File: src/rtl/id_ex_stage.sv
// ID/EX pipeline register of the DLX integer pipeline: captures decoded ID fields,
// forwards EX/MEM and MEM/WB results into the ALU operands and inserts load-use bubbles.
module id_ex_stage #(
    parameter int unsigned WIDTH   = 32,
    parameter int unsigned REGBITS = 5
) (
    input  logic               clk,
    input  logic               reset,
    input  logic               id_valid,
    input  logic [REGBITS-1:0] id_rs1,
    input  logic [REGBITS-1:0] id_rs2,
    input  logic [REGBITS-1:0] id_rd,
    input  logic               id_rs2_used,
    input  logic [WIDTH-1:0]   id_rs1_data,
    input  logic [WIDTH-1:0]   id_rs2_data,
    input  logic [WIDTH-1:0]   id_imm,
    input  logic               id_use_imm,
    input  logic [4:0]         id_alu_op,
    input  logic               id_reg_write,
    input  logic               id_mem_read,
    input  logic               id_mem_write,
    input  logic [REGBITS-1:0] exmem_rd,
    input  logic               exmem_reg_write,
    input  logic               exmem_mem_read,
    input  logic [WIDTH-1:0]   exmem_result,
    input  logic [REGBITS-1:0] memwb_rd,
    input  logic               memwb_reg_write,
    input  logic [WIDTH-1:0]   memwb_result,
    input  logic               flush,
    input  logic               mem_stall,
    output logic               ex_valid,
    output logic               ex_reg_write,
    output logic               ex_mem_read,
    output logic               ex_mem_write,
    output logic [REGBITS-1:0] ex_rd,
    output logic [4:0]         ex_alu_op,
    output logic [WIDTH-1:0]   ex_A,
    output logic [WIDTH-1:0]   ex_B,
    output logic [WIDTH-1:0]   ex_store_data,
    output logic               id_hold,
    output logic [15:0]        bubble_count
);

    localparam int unsigned OPBITS  = 5;
    localparam int unsigned CNTBITS = 16;
    localparam logic [OPBITS-1:0] ALU_ADD = OPBITS'(2);

    logic               valid_q, valid_d;
    logic               reg_write_q, reg_write_d;
    logic               mem_read_q, mem_read_d;
    logic               mem_write_q, mem_write_d;
    logic               use_imm_q, use_imm_d;
    logic [OPBITS-1:0]  alu_op_q, alu_op_d;
    logic [REGBITS-1:0] rs1_q, rs1_d;
    logic [REGBITS-1:0] rs2_q, rs2_d;
    logic [REGBITS-1:0] rd_q, rd_d;
    logic [WIDTH-1:0]   rs1_data_q, rs1_data_d;
    logic [WIDTH-1:0]   rs2_data_q, rs2_data_d;
    logic [WIDTH-1:0]   imm_q, imm_d;
    logic [CNTBITS-1:0] bubble_count_q, bubble_count_d;

    logic load_use_hazard;
    logic insert_bubble;
    logic exmem_fwd1, exmem_fwd2;
    logic memwb_fwd1, memwb_fwd2;
    logic wb_id1, wb_id2;
    logic [WIDTH-1:0] fwd1, fwd2;

    // Load in EX whose destination is read by the instruction now in ID.
    assign load_use_hazard = valid_q && mem_read_q && (rd_q != '0) && id_valid &&
                             ((id_rs1 == rd_q) || (id_rs2_used && (id_rs2 == rd_q)));
    assign insert_bubble   = load_use_hazard && !flush && !mem_stall;
    assign id_hold         = mem_stall || (load_use_hazard && !flush);

    // A loaded EX/MEM value is not available yet, so only ALU results forward from EX/MEM.
    assign exmem_fwd1 = exmem_reg_write && !exmem_mem_read && (exmem_rd != '0) && (exmem_rd == rs1_q);
    assign exmem_fwd2 = exmem_reg_write && !exmem_mem_read && (exmem_rd != '0) && (exmem_rd == rs2_q);
    assign memwb_fwd1 = memwb_reg_write && (memwb_rd != '0) && (memwb_rd == rs1_q);
    assign memwb_fwd2 = memwb_reg_write && (memwb_rd != '0) && (memwb_rd == rs2_q);
    assign wb_id1     = memwb_reg_write && (memwb_rd != '0) && (memwb_rd == id_rs1);
    assign wb_id2     = memwb_reg_write && (memwb_rd != '0) && (memwb_rd == id_rs2);

    always_comb begin : operand_forward
        fwd1 = rs1_data_q;
        fwd2 = rs2_data_q;
        if (exmem_fwd1) begin
            fwd1 = exmem_result;
        end else if (memwb_fwd1) begin
            fwd1 = memwb_result;
        end
        if (exmem_fwd2) begin
            fwd2 = exmem_result;
        end else if (memwb_fwd2) begin
            fwd2 = memwb_result;
        end
    end

    always_comb begin : next_state
        valid_d        = valid_q;
        reg_write_d    = reg_write_q;
        mem_read_d     = mem_read_q;
        mem_write_d    = mem_write_q;
        use_imm_d      = use_imm_q;
        alu_op_d       = alu_op_q;
        rs1_d          = rs1_q;
        rs2_d          = rs2_q;
        rd_d           = rd_q;
        rs1_data_d     = rs1_data_q;
        rs2_data_d     = rs2_data_q;
        imm_d          = imm_q;
        bubble_count_d = bubble_count_q;

        if (flush || insert_bubble) begin
            valid_d     = 1'b0;
            reg_write_d = 1'b0;
            mem_read_d  = 1'b0;
            mem_write_d = 1'b0;
            use_imm_d   = 1'b0;
            alu_op_d    = ALU_ADD;
            rs1_d       = '0;
            rs2_d       = '0;
            rd_d        = '0;
            rs1_data_d  = '0;
            rs2_data_d  = '0;
            imm_d       = '0;
        end else if (mem_stall) begin
            // Keep held operands current with whatever retires while frozen.
            rs1_data_d = memwb_fwd1 ? memwb_result : rs1_data_q;
            rs2_data_d = memwb_fwd2 ? memwb_result : rs2_data_q;
        end else begin
            valid_d     = id_valid;
            reg_write_d = id_reg_write;
            mem_read_d  = id_mem_read;
            mem_write_d = id_mem_write;
            use_imm_d   = id_use_imm;
            alu_op_d    = id_alu_op;
            rs1_d       = id_rs1;
            rs2_d       = id_rs2;
            rd_d        = id_rd;
            rs1_data_d  = wb_id1 ? memwb_result : id_rs1_data;
            rs2_data_d  = wb_id2 ? memwb_result : id_rs2_data;
            imm_d       = id_imm;
        end

        if (insert_bubble && (bubble_count_q != '1)) begin
            bubble_count_d = bubble_count_q + CNTBITS'(1);
        end
    end

    always_ff @(posedge clk) begin
        if (reset) begin
            valid_q        <= 1'b0;
            reg_write_q    <= 1'b0;
            mem_read_q     <= 1'b0;
            mem_write_q    <= 1'b0;
            use_imm_q      <= 1'b0;
            alu_op_q       <= '0;
            rs1_q          <= '0;
            rs2_q          <= '0;
            rd_q           <= '0;
            rs1_data_q     <= '0;
            rs2_data_q     <= '0;
            imm_q          <= '0;
            bubble_count_q <= '0;
        end else begin
            valid_q        <= valid_d;
            reg_write_q    <= reg_write_d;
            mem_read_q     <= mem_read_d;
            mem_write_q    <= mem_write_d;
            use_imm_q      <= use_imm_d;
            alu_op_q       <= alu_op_d;
            rs1_q          <= rs1_d;
            rs2_q          <= rs2_d;
            rd_q           <= rd_d;
            rs1_data_q     <= rs1_data_d;
            rs2_data_q     <= rs2_data_d;
            imm_q          <= imm_d;
            bubble_count_q <= bubble_count_d;
        end
    end

    assign ex_valid      = valid_q;
    assign ex_reg_write  = reg_write_q;
    assign ex_mem_read   = mem_read_q;
    assign ex_mem_write  = mem_write_q;
    assign ex_rd         = rd_q;
    assign ex_alu_op     = alu_op_q;
    assign ex_A          = fwd1;
    assign ex_B          = use_imm_q ? imm_q : fwd2;
    assign ex_store_data = fwd2;
    assign bubble_count  = bubble_count_q;

endmodule
File: config.mk
export PLATFORM = sky130hd
export DESIGN_NAME = id_ex_stage
export DESIGN_NICKNAME = d
export VERILOG_FILES = /design/src/rtl/id_ex_stage.sv
export SDC_FILE = /design/constraint.sdc
export NUM_CORES = 1
export LEC_CHECK = 0
export CORE_MARGIN = 4
export CORE_UTILIZATION = 40
export DETAILED_ROUTE_END_ITERATION = 12
export PLACE_DENSITY = 0.73
export SYNTH_ARGS = -nofsm -noshare
export SYNTH_HDL_FRONTEND = slang
export SYNTH_SLANG_ARGS = --single-unit
File: constraint.sdc
create_clock -name clk -period 6 [get_ports clk]
set_clock_uncertainty 0.15 [all_clocks]
set_input_delay 1.5 -clock clk [delete_from_list [all_inputs] [get_ports clk]]
set_output_delay 1.5 -clock clk [all_outputs]
set_load 0.02 [all_outputs]
==> results of run 1 <==
==> final timing paths <==
path,start,endpoint,slack (ps),cells after the start
setup / recovery,memwb_rd[1],ex_B[25],90,8
hold / removal,imm_q[3],imm_q[3],350,2
setup reg to reg,ex_rd[3],rs2_data_q[5],3440,7
hold reg to reg,imm_q[3],imm_q[3],350,2
==> flip-flops by register name, summed over array words and instances, names as in the netlist <==
register and flops:
bubble_count 16, ex_alu_op 5, ex_mem_read 1, ex_mem_write 1, ex_rd 5, ex_reg_write 1, ex_valid 1, imm_q 32
rs1_data_q 32, rs1_q 5, rs2_data_q 32, rs2_q 5, use_imm_q 1
==> power by group <==
group | switching [mW] | internal, mW
Sequential | 0.0177 | 0.939
Clock | 0.445 | 0.585
Combinational | 0.297 | 0.325
==> stage by stage <==
stage | worst slack [ps] | cell area [um2] | TNS, ps | hold WS, ps | cells
2_1_floorplan | 800 | 9520 | 0 | 313 | 1193
3_5_place_dp | 17.2 | 13300 | 0 | 336 | 1781
5_1_grt | -11.3 | 14000 | -11.3 | 369 | 1816
6_report | 89.0 | 14000 | 0 | 346 | 1816
3_3_place_gp | -20.9 | 13300 | -20.9 | 325 | 1781
4_1_cts | 12.4 | 13800 | 0 | 351 | 1813
==> worst reg2reg max path, cell delays in order (launching register included) <==
cell and delay, ps:
dfxtp_1 420, xnor2_1 160, nand4_1 110, o22a_1 240, buf_4 230, o31ai_4 260
buf_4 670, a311oi_2 160
==> what timing repair did <==
| item | in CTS | in global routing |
|---|---|---|
| resized for setup | 0 | 28 |
| endpoints found under the setup margin | 0 | 34 |
| buffers inserted | 0 | 2 |
| hold endpoints to repair | 0 | 0 |
==> routing by layer <==
metal,GRT usage (%),vias to the layer above,part of all wire (%)
li1,-,4865,-
met1,32.0,4795,42
met2,41.1,381,48
met3,5.79,51,7.8
met4,6.31,6,1.8
met5,0,-,0.15
==> layout by cell type, fill, tap and decap left out, drive strengths merged, types with 32 or more instances in the layout <==
master           n
nand3b          33
dfxtp          137
o22a            33
a21oi           43
inv             32
nor2           229
nand2           68
mux2            38
and3            36
buf             61
clkdlybuf4s50  302
o31ai           41
nand2b          32
a31oi           32
nand4           40
nand3           40
mux2i           90
==> layout make-up <==
type                    instances  area, um2  area share (%)
clock buffers                  19        443            3.17
clock inverters                13        120           0.861
inverters                      30        113           0.807
multi-input cells             909       6190            44.4
flip-flops and latches        137       2740            19.7
well taps                     319        399            2.86
repair buffers                389       3940            28.3
==> logic make-up after synthesis <==
kind of cell | count (synthesis) | synth area share (%)
simple gates | 520 | 26.7
compound gates | 220 | 18.9
buf+inv | 147 | 6.73
flops | 137 | 28.8
mux | 128 | 15.1
xor+xnor | 40 | 3.68
fa+ha+maj | 1 | 0.131
==> impl_results.md, run 1 <==
* Status: complete, no violations
* Core area at 23,500 um2
* CTS Sinks at 137
* GP Congestion at 0.863
* Post-Syn Area at 9520 um2
* Max IR drop VDD at 190 uV
* Crit path max fanout at 12
* Top cells by area, synth: dfxtp_1 (29%), mux2i_1 (9.5%), nor2_1 (9.0%)
* Cells after synthesis at 1,193
* Min Tclk post-route at 5910 ps
* Avg WL per Cell at 18.7 um
* Core Util, Final at 59.4%
* Vias in the first global route at 9,532
* Cell family with most CP delay: buffers and inverters
* Rows at 56
* Worst skew pair latency at 420 ps
* Die width at 162 um
* Largest net degree at the start of global routing at 157
* CP Cell Sequence: clkdlybuf4s50_1 > or4_1 > o21a_2 > buf_4 > a31o_2 > and3_1 > o31ai_1 > clkdlybuf4s50_1
* Count leader, synth: nor2_1
* Number of DRC markers in iteration 0 at 766
* CP most frequent cell: clkdlybuf4s50_1
* Slew HR at 37.7%
* Hpwl dp at 24,300 um
* Peak Freq at 0.169 GHz
* Crit path required time at 4350 ps
* Tightest Pin Transition at 934 ps
* Crit-path slowest cell: clkdlybuf4s50_1
* Vias at 10,100
* Hold_buf cts at 0
* Initial Utilization at 40.6%
* H-tree levels at 4
* CP Class: input pin to primary output
* # DRC at 0
* WP data arrival at 4260 ps
* Antenna violations before repair at 3
* Pwr Total at 2.61 mW
* Pwr per Cell Area at 187 nW/um2
* Average vias per placed instance at 5.56
* CTS clk-pin slew, worst paths at 60 ps
* Share of cells above drive strength 1 at 13.6%
* Overflow after GRT at 0
* Final worst-path cycle share at 98.5%
* Layout Nets at 1,688
* Diodes inserted at 0
* Ports at 330
* Synth area leader: dfxtp_1
* Commonest cells post-synth: nor2_1 (229), dfxtp_1 (137), mux2i_1 (90)
* Die Span Y at 162 um
* Worst Hold Class: flip-flop to flip-flop
* Async SR Flop Fraction at 0%
* Die area at 26,300 um2
* CTS buffer count at 17
* Synth top area share at 28.8%
* IO Port Bufs at 329
* EDFF count, synth at 0
* Root buffer cell: clkbuf_16
* Clock Path Buffers at 2
* Leak Pwr at 5.69 nW
* Syn Area/Cell at 7.98 um2
* Total GRT Usage at 24.6%
* Global-route wire length before repair at 52,400 um
* Pre-antenna DRT Iters at 5
* Final setup vio count at 0
* Synth-to-layout area growth at 46.5%
* Max-cap violations at 0
* Post-Route WL at 34,000 um
* Layout fillers at 2,100
* TritonCTS clock tree: yes
* YS warnings at 0
* Critical path's largest stage delay at 670 ps
* Post-synth cell types at 49
* Synth Register Bits at 137
* Startpoint Class: input pin
* Post-route ant nets at 0
* CP bufs+invs at 3
* Part of the Yosys area used for sequential elements at 28.8%
* Mapped Nets at 1,397
* Hold Fails Final Rpt at 0
* Post-synth top flop: dfxtp_1
* Slew Limit Fails at 0
* Worst Setup End Kind: primary output
(Power assumes the default switching activity.)
==> run 2: changes to the inputs <==
Clock period 6 ns to 7.32 ns, I/O delays scaled along.
==> run 2 against run 1 <==
Effect of this change: flip-flop and latch count did not move; sequential share of layout area rose by 0.45 points; core utilization fell by 1.3 points; non-clock buffer count fell by 35; routed wire length fell by 1.2%; critical endpoint is now ex_A[29]; largest power group unchanged; largest cell class unchanged; setup slack improved by 330 ps; sequential power fell by 18%; global-route usage barely moved.
==> impl_results.md, run 2 (synthesized netlist as in run 1, its figures left out) <==
* Status: complete, no violations
* Crit path required time at 5340 ps (+990 ps)
* CTS clk-pin slew, worst paths at 70 ps (about the same)
* CTS Sinks at 137 (unchanged)
* Met3 WL at 2410 um (-9.1%)
* Place WS at 430 ps (+413 ps)
* Post-CTS setup buffer count at 0 (unchanged)
* Layout Nets at 1,653 (-2.1%)
* Hold Fails Final Rpt at 0 (unchanged)
* Root buffer cell: clkbuf_16
* Setup slack, reg-to-reg at 4320 ps (+880 ps)
* Setup slack after layout at 414 ps (+325 ps)
* Total GRT Usage at 24.5% (-0.048 points)
* Reg-to-reg critical path startpoint: ex_rd[0]
* RSZ-0062 raised after global routing: no
* Worst skew pair latency at 420 ps (about the same)
* R2R depth at 7 (unchanged)
* Antenna violations before repair at 4 (+1)
* Die area at 26,300 um2 (unchanged)
* Layout fillers at 2,133 (+1.6%)
* Final setup vio count at 0 (unchanged)
* Hold_buf cts at 0 (unchanged)
* Vias at 9,843 (-2.5%)
* Min Tclk post-route at 6910 ps
* Average vias per placed instance at 5.53 (-0.61%)
* Hold depth at 2 (unchanged)
* Vias in the first global route at 9,533 (+0.010%)
* GP Congestion at 0.837 (-3.0%)
* Ports at 330 (unchanged)
* Largest net degree at the start of global routing at 231 (+47%)
* Worst Setup End Kind: primary output
* Largest regs: imm_q: 32 flops, rs1_data_q: 32 flops, rs2_data_q: 32 flops
* Startpoint Class: input pin
* Critical path's largest stage delay at 660 ps (about the same)
* Met2 wire length at 15,900 um (-2.0%)
* H-tree levels at 4 (unchanged)
* Max IR drop VDD at 157 uV (-18%)
* CTS buffer count at 17 (unchanged)
* Rows at 56 (unchanged)
* Non-Filler Instances at 1,781 (-1.9%)
* Pre-antenna DRT Iters at 5 (unchanged)
* Post-Route WL at 33,600 um (-1.2%)
* Overflow after GRT at 0 (unchanged)
* # placed instances at 1,749 (-1.8%)
* Reg2reg end: rs2_data_q[11]
* Uppermost routed layer: met5
* # DRC at 0 (unchanged)
* Post-cts resize count at 0 (unchanged)
* Tightest Pin Transition at 1330 ps (+391 ps)
* Flop pwr share at 35.0% (-1.7 points)
* Combinational share of power at 22.3% (-1.6 points)
* Global-route wire length before repair at 52,200 um (-0.42%)
* Setup TNS Final at 0 ps (unchanged)
* Peak Freq at 0.145 GHz
* Clock Path Buffers at 2 (unchanged)
* Slew HR at 11.6% (-26 points)
* Final worst-path cycle share at 94.3%
* Switching Share at 27.4% (-1.7 points)
* Diodes inserted at 0 (unchanged)
* Pwr Total at 2.24 mW (-14%)
* Core area at 23,500 um2 (unchanged)
* Metal1 wirelength at 14,500 um (+0.87%)
* Hpwl dp at 23,900 um (-1.9%)
* Share of cells above drive strength 1 at 11.4% (-2.2 points)
* Synth-to-layout area growth at 43.2%
* CP Class: input pin to primary output
* Max-cap violations at 0 (unchanged)
* Die width at 162 um (unchanged)
* Hold path start: ex_alu_op[0]
* Hold endpoint: ex_alu_op[0]
* Initial Utilization at 40.6% (unchanged)
* IO Port Bufs at 329 (unchanged)
* Die Span Y at 162 um (unchanged)
* CP Cell Sequence: clkdlybuf4s50_1 > or4_1 > o21a_2 > nand4_1 > buf_12 > buf_12 > mux2i_1 > a21oi_1 > clkdlybuf4s50_1
* Psw at 0.613 mW (-19%)
* Post-route ant nets at 0 (unchanged)
* Slew Limit Fails at 0 (unchanged)
* Number of DRC markers in iteration 0 at 690 (-9.9%)
* Pwr per Cell Area at 164 nW/um2 (-12%)
* WP data arrival at 4930 ps (+670 ps)
* Crit-path slowest cell: clkdlybuf4s50_1
* TritonCTS clock tree: yes
* Clock share of power at 42.7% (+3.2 points)
* Leak Pwr at 5.12 nW (-10%)
* Most frequent cells in the layout: clkdlybuf4s50_1 (328), nor2_1 (228), dfxtp_1 (136)
* Pint at 1.63 mW (-12%)
* Most common cell after layout, fill and taps aside: clkdlybuf4s50_1
* Worst Hold Class: flip-flop to flip-flop
* Avg WL per Cell at 18.9 um (+0.73%)
* Crit path max fanout at 48 (+36)
==> run 2: area by class of cell <==
type                            instances  area [um2]  share of cell area, %
Timing Repair Buffer                  354        3560                   26.1
Tap cell                              319         399                   2.93
Clock buffer                           21         470                   3.45
Inverter                               30         113                  0.826
Sequential cell                       137        2740                   20.1
Clock inverter                         11         169                   1.24
Multi-Input combinational cell        909        6180                   45.3
==> run 2: stage by stage <==
step / util [%] / area [um2] / hold slack, ps
after global routing: 58.1 / 13600 / 374
after global placement: 55.4 / 13000 / 325
after detailed placement: 55.4 / 13000 / 332
after CTS: 58.1 / 13600 / 349
final: 58.1 / 13600 / 346
after floorplan: - / 9520 / 313
==> run 2: worst max-delay path: cells and delay by family <==
kind	cells	cell delay, ps
and+or+nand+nor	2	740
buffers and inverters	4	1730
AOI/OAI and AO/OA	2	460
muxes	1	110
==> run 2: routing by layer <==
metal / up-vias / track usage, %
met5: - / 0
met4: 8 / 6.38
met3: 46 / 6.77
met2: 343 / 41.0
met1: 4660 / 31.2
li1: 4786 / -
==> run 2: power by group through the flow <==
stage	logic (mW)	clock network, mW	registers, mW
final	0.500	0.956	0.785
after global routing	0.535	1.01	0.787
after CTS	0.501	0.977	0.784
after detailed placement	0.498	0	0.801
after global placement	0.493	0	0.800
after floorplan	0.253	0	0.800
==> run 2: worst max-delay path by stage <==
stage,startpoint,endpoint,slack (ps),cells after the start
2_1_floorplan,memwb_rd[2],ex_B[23],1460,8
3_3_place_gp,memwb_rd[1],ex_B[20],460,8
3_5_place_dp,memwb_rd[1],ex_B[23],430,8
4_1_cts,memwb_rd[1],ex_A[29],430,9
5_1_grt,exmem_rd[1],ex_B[8],240,8
6_report,memwb_rd[1],ex_A[29],410,9
